===== config.mk =====
export PLATFORM = sky130hd
export DESIGN_NAME = vga_fb_reader_flat
export DESIGN_NICKNAME = d
export VERILOG_FILES = /design/src/rtl/fb_pkg.sv /design/src/rtl/vga_fb_reader_if.sv /design/src/rtl/sync_delay.sv /design/src/rtl/vga_fb_reader.sv /design/src/flat_wrapper.sv
export SDC_FILE = /design/constraint.sdc
export NUM_CORES = 1
export LEC_CHECK = 0
export BUFFER_PORTS_ARGS = -buffer_cell sky130_fd_sc_hd__buf_2
export CAP_MARGIN = 15
export CORE_ASPECT_RATIO = 0.5
export CORE_UTILIZATION = 54
export DETAILED_ROUTE_END_ITERATION = 16
export GPL_TIMING_DRIVEN = 0
export PLACE_DENSITY = 0.79
export SLEW_MARGIN = 20
export SYNTH_ARGS = -nofsm -noshare
export SYNTH_HDL_FRONTEND = slang
export SYNTH_SLANG_ARGS = --single-unit

===== constraint.sdc =====
create_clock -name clk -period 2.4 [get_ports clk]
set_input_delay 0.24 -clock clk [delete_from_list [all_inputs] [get_ports clk]]
set_output_delay 0.24 -clock clk [all_outputs]
set_load 0.02 [all_outputs]

===== src/rtl/fb_pkg.sv =====
// Shared frame-buffer constants, pixel type and the padded-word unpack helper.
// Used by the VGA read path.
package fb_pkg;

    localparam int unsigned SRC_W    = 320;
    localparam int unsigned SRC_H    = 240;
    localparam int unsigned FB_DEPTH = SRC_W * SRC_H;
    localparam int unsigned ADDR_W   = 17;

    typedef enum logic {
        StWaitFrame,
        StRun
    } fb_state_e;

    typedef struct packed {
        logic [3:0] r;
        logic [3:0] g;
        logic [3:0] b;
    } rgb444_t;

    // Stored word is {r[3:0], pad, g[3:0], pad, pad, b[3:0], pad}.
    function automatic rgb444_t unpack(input logic [15:0] word);
        rgb444_t px;
        logic    pad_unused;
        pad_unused = ^{word[11], word[6:5], word[0]};
        px.r = word[15:12];
        px.g = word[10:7];
        px.b = word[4:1];
        return px;
    endfunction

endpackage


===== src/rtl/vga_fb_reader_if.sv =====
// Frame-buffer read port: address/enable from the reader, registered data back.
interface vga_fb_reader_if #(
    parameter int unsigned ADDR_W = 17
);
    logic [ADDR_W-1:0] rAddr;
    logic              oe;
    logic [15:0]       rData;

    modport master (output rAddr, output oe, input rData);
    modport slave  (input rAddr, input oe, output rData);
endinterface


===== src/rtl/sync_delay.sv =====
// N-stage shift register with a per-bit reset value; keeps syncs aligned with
// pipelined pixel data. N must be at least 2.
module sync_delay #(
    parameter int unsigned N       = 3,
    parameter int unsigned W       = 3,
    parameter logic [W-1:0] RST_VAL = '0
) (
    input  logic         clk,
    input  logic         reset,
    input  logic [W-1:0] din,
    output logic [W-1:0] dout
);

    logic [N-1:0][W-1:0] stage_q;

    always_ff @(posedge clk or posedge reset) begin
        if (reset) begin
            stage_q <= {N{RST_VAL}};
        end else begin
            stage_q <= {stage_q[N-2:0], din};
        end
    end

    assign dout = stage_q[N-1];

endmodule


===== src/rtl/vga_fb_reader.sv =====
// Frame-buffer read master: 2x2 upscales a 320x240 buffer onto 640x480 VGA timing,
// generating addresses incrementally and realigning syncs with the pixel data.
module vga_fb_reader #(
    parameter int unsigned SRC_W    = 320,
    parameter int unsigned SRC_H    = 240,
    parameter int unsigned ADDR_W   = 17,
    parameter logic        SYNC_ACT = 1'b0
) (
    input  logic                     clk,
    input  logic                     reset,
    input  logic                     h_sync_in,
    input  logic                     v_sync_in,
    input  logic                     de_in,
    vga_fb_reader_if.master          fb,
    output logic                     h_sync,
    output logic                     v_sync,
    output logic                     de,
    output logic [3:0]               red,
    output logic [3:0]               green,
    output logic [3:0]               blue
);
    import fb_pkg::*;

    localparam int unsigned HCNT_W = $clog2(2 * SRC_W);
    localparam logic [HCNT_W-1:0] HCNT_MAX  = HCNT_W'(2 * SRC_W - 1);
    localparam logic [ADDR_W-1:0] LAST_BASE = ADDR_W'((SRC_H - 1) * SRC_W);
    localparam logic [ADDR_W-1:0] ROW_STEP  = ADDR_W'(SRC_W);

    fb_state_e         state_q, state_d;
    logic [HCNT_W-1:0] h_cnt_q, h_cnt_d;
    logic              line_cnt_q, line_cnt_d;  // only the pair parity is ever needed
    logic [ADDR_W-1:0] line_base_q, line_base_d;
    logic [ADDR_W-1:0] raddr_q, raddr_d;
    logic              oe_q, oe_d;
    logic              oe_dly_q;
    logic              vs_prev_q, de_prev_q;
    rgb444_t           rgb_q;
    logic [2:0]        sync_dly;

    logic vs_edge, de_fall;
    assign vs_edge = (v_sync_in == SYNC_ACT) && (vs_prev_q != SYNC_ACT);
    assign de_fall = de_prev_q && !de_in;

    always_comb begin
        state_d     = state_q;
        h_cnt_d     = h_cnt_q;
        line_cnt_d  = line_cnt_q;
        line_base_d = line_base_q;
        raddr_d     = line_base_q + ADDR_W'(h_cnt_q[HCNT_W-1:1]);
        oe_d        = de_in && (state_q == StRun);
        if (vs_edge) begin
            // A pixel coinciding with the edge already reads from the top of the frame.
            state_d     = StRun;
            h_cnt_d     = '0;
            line_cnt_d  = 1'b0;
            line_base_d = '0;
            raddr_d     = '0;
        end else if (state_q == StRun) begin
            if (de_fall) begin
                h_cnt_d    = '0;
                line_cnt_d = ~line_cnt_q;
                if (line_cnt_q && (line_base_q < LAST_BASE)) begin
                    line_base_d = line_base_q + ROW_STEP;
                end
            end else if (de_in && (h_cnt_q != HCNT_MAX)) begin
                h_cnt_d = h_cnt_q + 1'b1;
            end
        end
    end

    always_ff @(posedge clk or posedge reset) begin
        if (reset) begin
            state_q     <= StWaitFrame;
            h_cnt_q     <= '0;
            line_cnt_q  <= 1'b0;
            line_base_q <= '0;
            raddr_q     <= '0;
            oe_q        <= 1'b0;
            oe_dly_q    <= 1'b0;
            vs_prev_q   <= ~SYNC_ACT;
            de_prev_q   <= 1'b0;
            rgb_q       <= '0;
        end else begin
            state_q     <= state_d;
            h_cnt_q     <= h_cnt_d;
            line_cnt_q  <= line_cnt_d;
            line_base_q <= line_base_d;
            raddr_q     <= raddr_d;
            oe_q        <= oe_d;
            oe_dly_q    <= oe_q;
            vs_prev_q   <= v_sync_in;
            de_prev_q   <= de_in;
            rgb_q       <= oe_dly_q ? unpack(fb.rData) : '0;
        end
    end

    assign fb.rAddr = raddr_q;
    assign fb.oe    = oe_q;

    sync_delay #(
        .N       (3),
        .W       (3),
        .RST_VAL ({~SYNC_ACT, ~SYNC_ACT, 1'b0})
    ) u_sync_delay (
        .clk   (clk),
        .reset (reset),
        .din   ({h_sync_in, v_sync_in, de_in}),
        .dout  (sync_dly)
    );

    assign h_sync = sync_dly[2];
    assign v_sync = sync_dly[1];
    assign de     = sync_dly[0];
    assign red    = rgb_q.r;
    assign green  = rgb_q.g;
    assign blue   = rgb_q.b;

endmodule


===== src/flat_wrapper.sv =====
// flat-port wrapper written by rule: the top's interface ports become plain ports
module vga_fb_reader_flat import fb_pkg::*;
#(
    parameter int unsigned SRC_W    = 320,
    parameter int unsigned SRC_H    = 240,
    parameter int unsigned ADDR_W   = 17,
    parameter logic        SYNC_ACT = 1'b0
)
  (clk, reset, h_sync_in, v_sync_in, de_in, h_sync, v_sync, de, red, green, blue, fb_rAddr, fb_oe, fb_rData);
  vga_fb_reader_if #(.ADDR_W(ADDR_W)) fb_i ();
  input  logic clk;
  input  logic reset;
  input  logic h_sync_in;
  input  logic v_sync_in;
  input  logic de_in;
  output logic h_sync;
  output logic v_sync;
  output logic de;
  output logic [3:0] red;
  output logic [3:0] green;
  output logic [3:0] blue;
  output wire logic [$bits(fb_i.rAddr)-1:0] fb_rAddr;
  output wire logic [$bits(fb_i.oe)-1:0] fb_oe;
  input wire logic [$bits(fb_i.rData)-1:0] fb_rData;
  assign fb_rAddr = fb_i.rAddr;
  assign fb_oe = fb_i.oe;
  assign fb_i.rData = fb_rData;
  vga_fb_reader #(.SRC_W(SRC_W), .SRC_H(SRC_H), .ADDR_W(ADDR_W), .SYNC_ACT(SYNC_ACT)) u_core (.clk(clk), .reset(reset), .h_sync_in(h_sync_in), .v_sync_in(v_sync_in), .de_in(de_in), .fb(fb_i), .h_sync(h_sync), .v_sync(v_sync), .de(de), .red(red), .green(green), .blue(blue));
endmodule

After elaboration in Yosys (flattened, before gate mapping)
Index checks and enable logic that the tools add are counted.
Widths: inputs -> output; s select.

cells by class
  $add $sub $neg = 3
  magnitude comparators = 1
  equality and inequality tests = 1
  muxes and demuxes = 13
  bitwise logic cells = 2
  reduce and logical (&&, ||, !) cells = 13

operators with widths
  operator               count
  $mux 17                5
  $mux 10                4
  $add 17x9->17          1
  $add 17x9->17 const B  1
  $lt 17x17->1 const B   1
  $mux 12                1
  $add 10x1->10 const B  1
  $ne 10x10->1 const B   1
  $reduce_bool 2->1      3
  $logic_and 1x1->1      5
  $reduce_and 2->1       2
  $mux 1                 3
  $reduce_and 3->1       1
  $reduce_bool 3->1      1
  $not 1->1              2
  $logic_not 1->1        1

word-level totals
  register bits = 71

Logic depth before layout (Yosys ltp)
Gate-level depths: netlist of run 1.

  word-level depth = 6
  mapped depth = 7
  mapped depth without buffers = 6

By module
A second synthesis of run 1 with hierarchy kept.

unflattened totals
  cell total of the unflattened synthesis = 243
  area, all modules = 2835.2 µm²

by module, submodules not included
  module         times used  cells each  area an instance (µm²)  seq. area each (µm²)
  vga_fb_reader  1           230         2576.2                  1402.6
  sync_delay     1           13          259.0                   232.7

Worst setup path before layout of run 1
Ideal clock, no wire load.

  kind = flip-flop to flip-flop
  from = reg u_core.line_base_q[7]
  to = reg u_core.raddr_q[13] (netlist: u_core.fb.rAddr[13])
  setup time = 0.123 ns
  arrival = 1.557 ns
  setup slack = 0.720 ns
  cell stages (with the launch flop) = 7
  buffers on the path = 0
  cell sequence = dfrtp_1 -> ha_1 -> a21o_1 -> a21o_2 -> nand4_1 -> or2_2 -> mux2i_1

between the ends
  word-level cells in the longest chain between the ends = 2

RTL lines
  what                    line                 source
  start, declared         vga_fb_reader.sv:32  logic [ADDR_W-1:0] line_base_q, line_base_d;
  start signal, assigned  vga_fb_reader.sv:87  line_base_q <= line_base_d;
  $add 17x9->17           vga_fb_reader.sv:49  raddr_d = line_base_q + ADDR_W'(h_cnt_q[HCNT_W-1:1]);
  $mux 17                 vga_fb_reader.sv:51  if (vs_edge) begin
  net u_core.raddr_d[13]  vga_fb_reader.sv:33  logic [ADDR_W-1:0] raddr_q, raddr_d;
  end signal, assigned    vga_fb_reader.sv:88  raddr_q <= raddr_d;
  end, declared           vga_fb_reader.sv:33

The timed path passes the listed nets, and every way through them passes these cells.
A chain may end at the register's enable or synchronous reset.

Worst setup path after layout of run 1
  from = reg u_core.h_cnt_q[8]
  to = reg u_core.raddr_q[13] (netlist: u_core.fb.rAddr[13])

between the ends
  word-level cells in the longest chain between the ends = 2

RTL lines
  what                    line                 source
  start, declared         vga_fb_reader.sv:30  logic [HCNT_W-1:0] h_cnt_q, h_cnt_d;
  start signal, assigned  vga_fb_reader.sv:85  h_cnt_q <= h_cnt_d;
  $add 17x9->17           vga_fb_reader.sv:49
  $mux 17                 vga_fb_reader.sv:51
  net u_core.raddr_d[13]  vga_fb_reader.sv:33

The timed path passes the listed nets, and every way through them passes these cells.

==> results.sh, run 1 <==
export IMPL_post_cts_buffers=0
export IMPL_first_iter_violations=62
export IMPL_fmax_mhz=532
export IMPL_drt_drc_violations_left=0
export IMPL_avgSynthCellArea_um2=11.4
export IMPL_yosys_warnings=0
export IMPL_clkTransAtPathRegs_ns=0.06
export IMPL_place_area_um2=3040
export IMPL_setup_tns_ns=0
export IMPL_seq_area_frac_synth=0.590
export IMPL_whs_path_depth=1
export IMPL_diodes=0
export IMPL_peakVddDrop_v=0.000462
export IMPL_finalWorstSetupSlack_ns=0.521
export IMPL_synth_fp_nets=262
export IMPL_nFillCells=319
export IMPL_vias=1899
export IMPL_reg2reg_to="u_core.fb.rAddr[13]$_DFF_PP0_"
export IMPL_netlist_instances=236
export IMPL_rr_startpoint="u_core.h_cnt_q[8]$_DFFE_PP0P_"
export IMPL_cp_slowest_cell="dfrtp_1"
export IMPL_die_w_um=102
export IMPL_postRouteWirelength_mm=4.83
export IMPL_critPathMaxStageDelay_ns=0.43
export IMPL_ant_nets=0
export IMPL_crit_path_max_fanout=7
export IMPL_final_nets=325
export IMPL_finalSetupViolCount=0
export IMPL_root_buffer="clkbuf_8"
export IMPL_drt_first_pass_iters=4
export IMPL_min_period_over_period=0.783
export IMPL_pwr_share_comb=0.111
export IMPL_ios=54
export IMPL_gp_congestion=0.859
export IMPL_die_area_um2=5270
export IMPL_path_class="reg -> reg"
export IMPL_ys_ff_latch=63
export IMPL_status="finished clean"
export IMPL_cts_buffer_depth=2
export IMPL_clkPwrFrac=0.374
export IMPL_final_cell_mix="dfrtp_1, buf_2, nor2_1"
export IMPL_synth_distinct_cells=40
export IMPL_p_leak_uw=0.00161
export IMPL_cp_arrival_ns=2.09
export IMPL_multi_input_area_um2=1030
export IMPL_fp_dieH_um=51.9
export IMPL_clock_sinks=63
export IMPL_core_um2=4570
export IMPL_clock_skew_ns=0.00840
export IMPL_p_seq_frac=0.515
export IMPL_hold_class="in -> reg"
export IMPL_netSwitchingPower_uw=553
export IMPL_min_from="v_sync_in"
export IMPL_layout_min_cycle_time_ns=1.88
export IMPL_rsz0062_at_grt="false"
export IMPL_portBuffers=49
export IMPL_cp_start_kind="flop"
export IMPL_reg2reg_depth=6
export IMPL_pre_cts_ws_ns=0.559
export IMPL_grt_ovfl_total=0
export IMPL_clock_latency_ns=0.33
export IMPL_grt_pass1_wl_mm=7.95
export IMPL_stdcell_area_um2=3250
export IMPL_post_drt_wl_per_cell_um=13.1
export IMPL_netlist_area_um2=2680
export IMPL_p_int_uw=1720
export IMPL_antenna_found_initial=0
export IMPL_cts_buffers=9
export IMPL_first_global_vias=1723
export IMPL_drive_above_1_share=0.293
export IMPL_dp_cells=352
export IMPL_slew_headroom=0.555
export IMPL_area_delta_synth_final_pct=21.2
export IMPL_whs_endpoint="u_core.u_sync_delay.stage_q[1]$_DFF_PP1_"
export IMPL_hpwl_mm=3.21
export IMPL_maxCapViolCount=0
export IMPL_viasPerCell=5.13
export IMPL_grt_use_total=0.211
export IMPL_final_common_cell="dfrtp_1"
export IMPL_worst_r2r_setup_slack_ns=0.52
export IMPL_swShare=0.244
export IMPL_worstMarginPinSlew_ns=0.662
export IMPL_rows=17
export IMPL_required_ns=2.61
export IMPL_powerDensity_nw_per_um2=698
export IMPL_seq_area_um2=1580
export IMPL_grt_start_max_net_pins=64
export IMPL_path_cells="ha_1, a21o_1, a21o_2, nand4_1, or2_2, mux2i_1"
export IMPL_crit_path_end_kind="flop"
export IMPL_cts_tree="built"
export IMPL_start_util=0.587
export IMPL_cts_resized=0
export IMPL_post_route_util=0.711
export IMPL_fin_cells=370
export IMPL_hold_viol=0
export IMPL_cts_htree_levels=3
export IMPL_drv_slew=0
==> per-stage QoR <==
step / total power [µW] / hold WS (ns)
after floorplan: 1350 / 0.244
after global placement: 1430 / 0.333
after detailed placement: 1440 / 0.330
after CTS: 2300 / 0.00963
after global routing: 2380 / 0.00748
final: 2270 / 0.0253
==> worst max-delay path by stage <==
stage	from	cells after the start	endpoint	slack, ns
3_3_place_gp	reset	2	u_core.h_cnt_q[4]$_DFFE_PP0P_	-0.02
2_1_floorplan	reset	1	u_core.blue[0]$_DFF_PP0_	0.60
3_5_place_dp	u_core.h_cnt_q[8]$_DFFE_PP0P_	6	u_core.fb.rAddr[13]$_DFF_PP0_	0.56
6_report	u_core.h_cnt_q[8]$_DFFE_PP0P_	6	u_core.fb.rAddr[13]$_DFF_PP0_	0.52
5_1_grt	u_core.h_cnt_q[8]$_DFFE_PP0P_	6	u_core.fb.rAddr[13]$_DFF_PP0_	0.46
4_1_cts	u_core.h_cnt_q[8]$_DFFE_PP0P_	6	u_core.fb.rAddr[13]$_DFF_PP0_	0.54
==> critical path: cells and delay by family (launching register included) <==
family	cells	cell delay, ns
DFF	1	0.43
muxes	1	0.12
adders and majority gates	1	0.34
AOI/OAI and AO/OA	2	0.38
and+or+nand+nor	2	0.49
==> cell usage after synthesis, drive strengths merged <==
cell type	n	share of area
and2	23	0.054
and4	1	0.0033
nor3	1	0.0019
xor2	5	0.016
nand4	5	0.012
mux2i	7	0.026
a21o	3	0.0089
or2	1	0.0023
and3b	1	0.0037
inv	3	0.0042
nand2	17	0.024
dfrtp	57	0.53
nor2	28	0.039
o311ai	1	0.0061
mux2	1	0.0042
o211ai	1	0.0028
o21a	2	0.0056
o31ai	1	0.0028
a21oi	4	0.013
nor2b	2	0.0047
dfstp	6	0.059
nand3b	1	0.0028
clkbuf	3	0.0042
a22o	2	0.0065
xnor2	12	0.039
o21ai	11	0.021
buf	7	0.016
nand2b	3	0.0070
ha	5	0.023
o2111a	1	0.0042
nor4	1	0.0047
nand3	13	0.026
and3	1	0.0023
a211oi	6	0.019
==> area by class of cell <==
cell class,count,share of cell area
plain buffers,10,0.0169
repair buffers,52,0.0900
multi-input cells,160,0.318
inverters,3,0.00423
well taps,66,0.0254
clock buffers,16,0.0585
flip-flops and latches,63,0.487
==> layer usage <==
metal | part of all wire | vias to the layer above | track usage | routed length (µm)
li1 | - | 921 | - | -
met5 | 0 | - | 0 | 0
met4 | 0.0033 | 0 | 0.0870 | 16
met1 | 0.45 | 912 | 0.258 | 2170
met2 | 0.48 | 64 | 0.328 | 2310
met3 | 0.068 | 2 | 0.0968 | 330
==> flip-flops by register name, indices dropped and copies added (netlist names) <==
register,flops
u_core.fb.rAddr,17
u_core.line_base_q,11
u_core.h_cnt_q,10
u_core.u_sync_delay.stage_q,6
u_core.blue,4
u_core.green,4
u_core.red,4
u_core.u_sync_delay.dout,3
u_core.fb.oe,1
u_core.line_cnt_q,1
u_core.oe_dly_q,1
u_core.state_q,1
==> cell families (layout without fill, tap and decap cells) <==
family	after synthesis	after routing	share of synthesized area
muxes	8	8	0.0303
buffers and inverters	13	81	0.0247
AOI/OAI and AO/OA	32	32	0.0890
adders and majority gates	5	5	0.0233
xor gates and xnor gates	17	17	0.0555
and+or+nand+nor	98	98	0.187
DFF	63	63	0.590
==> what timing repair did <==
action,CTS,global route
setup endpoints to repair,0,0
hold buffers,2,0
endpoints found under the hold margin,58,0
==> power groups by stage <==
stage	Combinational (µW)	Clock [µW]	Sequential, µW
after global placement	240	0	1190
after floorplan	134	0	1220
after CTS	257	873	1170
final	253	849	1170
after detailed placement	254	0	1190
after global routing	284	916	1180
(Power assumes the default switching activity.)
==> run 2, diff against run 1 <==
CORE_UTILIZATION = 49   (was 54)
PLACE_DENSITY = 0.75   (was 0.79)
clock period = 1.5 ns   (was 2.4 ns; I/O delays follow)
==> run 2 against run 1 <==
The run now ends with negative setup slack left. Critical path type unchanged. Clock power is 63% higher. Count of clock-buffer cells in the layout stayed put. Sequential share of layout area fell by 5.9 points. Largest cell class unchanged.
==> results.sh, run 2 (synthesis results as in run 1) <==
export IMPL_status="finished with violations"
export IMPL_violations="negative setup slack"
export IMPL_vias=2133
export IMPL_cp_arrival_ns=2.02
export IMPL_drive_above_1_share=0.420
export IMPL_postRouteWirelength_mm=6.69
export IMPL_fmax_mhz=555
export IMPL_ant_nets=0
export IMPL_cts_htree_levels=3
export IMPL_fp_dieH_um=54.3
export IMPL_final_cell_mix="dfrtp_1, buf_2, nor2_1"
export IMPL_required_ns=1.72
export IMPL_grt_start_max_net_pins=25
export IMPL_finalSetupViolCount=27
export IMPL_grt_use_total=0.205
export IMPL_clock_latency_ns=0.33
export IMPL_worst_r2r_setup_slack_ns=-0.30
export IMPL_setup_tns_ns=-3.04
export IMPL_hold_class="in -> reg"
export IMPL_cts_buffers=9
export IMPL_root_buffer="clkbuf_8"
export IMPL_maxCapViolCount=0
export IMPL_first_global_vias=1818
export IMPL_peakVddDrop_v=0.000559
export IMPL_largest_reg_flops=17
export IMPL_critical_path_top_delay_family="simple AND/OR/NAND/NOR gates"
export IMPL_first_iter_violations=92
export IMPL_core_um2=5090
export IMPL_finalWorstSetupSlack_ns=-0.301
export IMPL_crit_path_end_kind="flop"
export IMPL_path_depth=6
export IMPL_final_nets=347
export IMPL_diodes=0
export IMPL_rsz0062_at_grt="true"
export IMPL_crit_buf_inv=0
export IMPL_gp_congestion=0.826
export IMPL_dp_cells=357
export IMPL_drt_first_pass_iters=5
export IMPL_layout_min_cycle_time_ns=1.80
export IMPL_ios=54
export IMPL_critPathMaxStageDelay_ns=0.46
export IMPL_hold_viol=0
export IMPL_viasPerCell=5.39
export IMPL_p_leak_uw=0.00176
export IMPL_min_period_over_period=1.20
export IMPL_cp_start_kind="flop"
export IMPL_slew_headroom=0.695
export IMPL_whs_endpoint="u_core.blue[2]$_DFF_PP0_"
export IMPL_start_util=0.527
export IMPL_rows=18
export IMPL_grt_ovfl_total=0
export IMPL_clock_sinks=63
export IMPL_worstMarginPinSlew_ns=0.453
export IMPL_whs_path_depth=2
export IMPL_drt_drc_violations_left=0
export IMPL_reg2reg_to="u_core.fb.rAddr[13]$_DFF_PP0_"
export IMPL_clkTransAtPathRegs_ns=0.06
export IMPL_path_cells="ha_4, a21o_1, a21o_4, nand4_1, or2_4, mux2i_1"
export IMPL_die_w_um=107
export IMPL_cts_tree="built"
export IMPL_clock_skew_ns=0.00492
export IMPL_powerDensity_nw_per_um2=1030
export IMPL_post_drt_wl_per_cell_um=16.9
export IMPL_portBuffers=49
export IMPL_min_from="fb_rData[3]"
export IMPL_die_area_um2=5800
export IMPL_cts_buffer_depth=2
export IMPL_hpwl_mm=3.47
export IMPL_path_class="reg -> reg"
export IMPL_crit_path_max_fanout=5
export IMPL_reg2reg_depth=6
export IMPL_rr_startpoint="u_core.line_base_q[7]$_DFFE_PP0P_"
export IMPL_grt_pass1_wl_mm=8.67
export IMPL_nFillCells=324
export IMPL_area_delta_synth_final_pct=38.6
export IMPL_drv_slew=0
export IMPL_antenna_found_initial=0
export IMPL_final_common_cell="dfrtp_1"
export IMPL_cp_slowest_cell="dfrtp_2"
export IMPL_fin_cells=396
-- run 2: worst max path at each step --
| stage | to | start | slack [ns] |
|---|---|---|---|
| floorplan | u_core.fb.rAddr[13]$_DFF_PP0_ | u_core.line_base_q[7]$_DFFE_PP0P_ | -0.09 |
| global placement | u_core.fb.rAddr[13]$_DFF_PP0_ | u_core.h_cnt_q[8]$_DFFE_PP0P_ | -0.25 |
| detailed placement | u_core.fb.rAddr[13]$_DFF_PP0_ | u_core.h_cnt_q[8]$_DFFE_PP0P_ | -0.27 |
| CTS | u_core.fb.rAddr[13]$_DFF_PP0_ | u_core.line_base_q[7]$_DFFE_PP0P_ | -0.15 |
| global route | u_core.fb.rAddr[13]$_DFF_PP0_ | u_core.line_base_q[7]$_DFFE_PP0P_ | -0.34 |
| finish | u_core.fb.rAddr[13]$_DFF_PP0_ | u_core.line_base_q[7]$_DFFE_PP0P_ | -0.30 |
-- run 2: repair_timing --
action                                  CTS  global route
hold buffers                              4             0
gates resized for setup                  28            37
endpoints found under the hold margin    20             0
gates cloned                              2             0
endpoints found under the setup margin   27            28
pin swaps                                11            21
buffers inserted                         11             6
-- run 2: through the flow --
stage	power (µW)	cell area, µm²	setup WS [ns]	hold WS (ns)	utilization
after CTS	3770	3490	-0.147	0.0102	0.686
after floorplan	2170	2710	-0.0932	0.154	-
after detailed placement	2320	3090	-0.272	0.192	0.608
after global routing	3990	3720	-0.336	0.00718	0.731
final	3840	3720	-0.301	0.0255	0.731
after global placement	2290	3040	-0.249	0.255	0.597
-- run 2: area by class of cell --
type / count / area [µm²] / share of cell area
Inverter: 3 / 15.0 / 0.00403
Buffer: 10 / 77.6 / 0.0208
Timing Repair Buffer: 74 / 524 / 0.141
Sequential cell: 63 / 1590 / 0.428
Clock buffer: 16 / 190 / 0.0511
Multi-Input combinational cell: 160 / 1230 / 0.332
Tap cell: 70 / 87.6 / 0.0235
-- run 2: per-layer routing --
metal | part of all wire | GRT usage | vias to the layer above
met4 | 0.023 | 0.0822 | 0
met1 | 0.41 | 0.236 | 1061
li1 | - | - | 968
met2 | 0.50 | 0.371 | 91
met3 | 0.059 | 0.0655 | 13
met5 | 0 | 0 | -
-- run 2: power by group --
part           switching (µW)  total [µW]  internal (µW)  leakage [µW]
clock network             594        1380            784     0.0000970
registers                86.1        1890           1810      0.000811
logic                     323         572            249      0.000852
total                    1000        3840           2840       0.00176
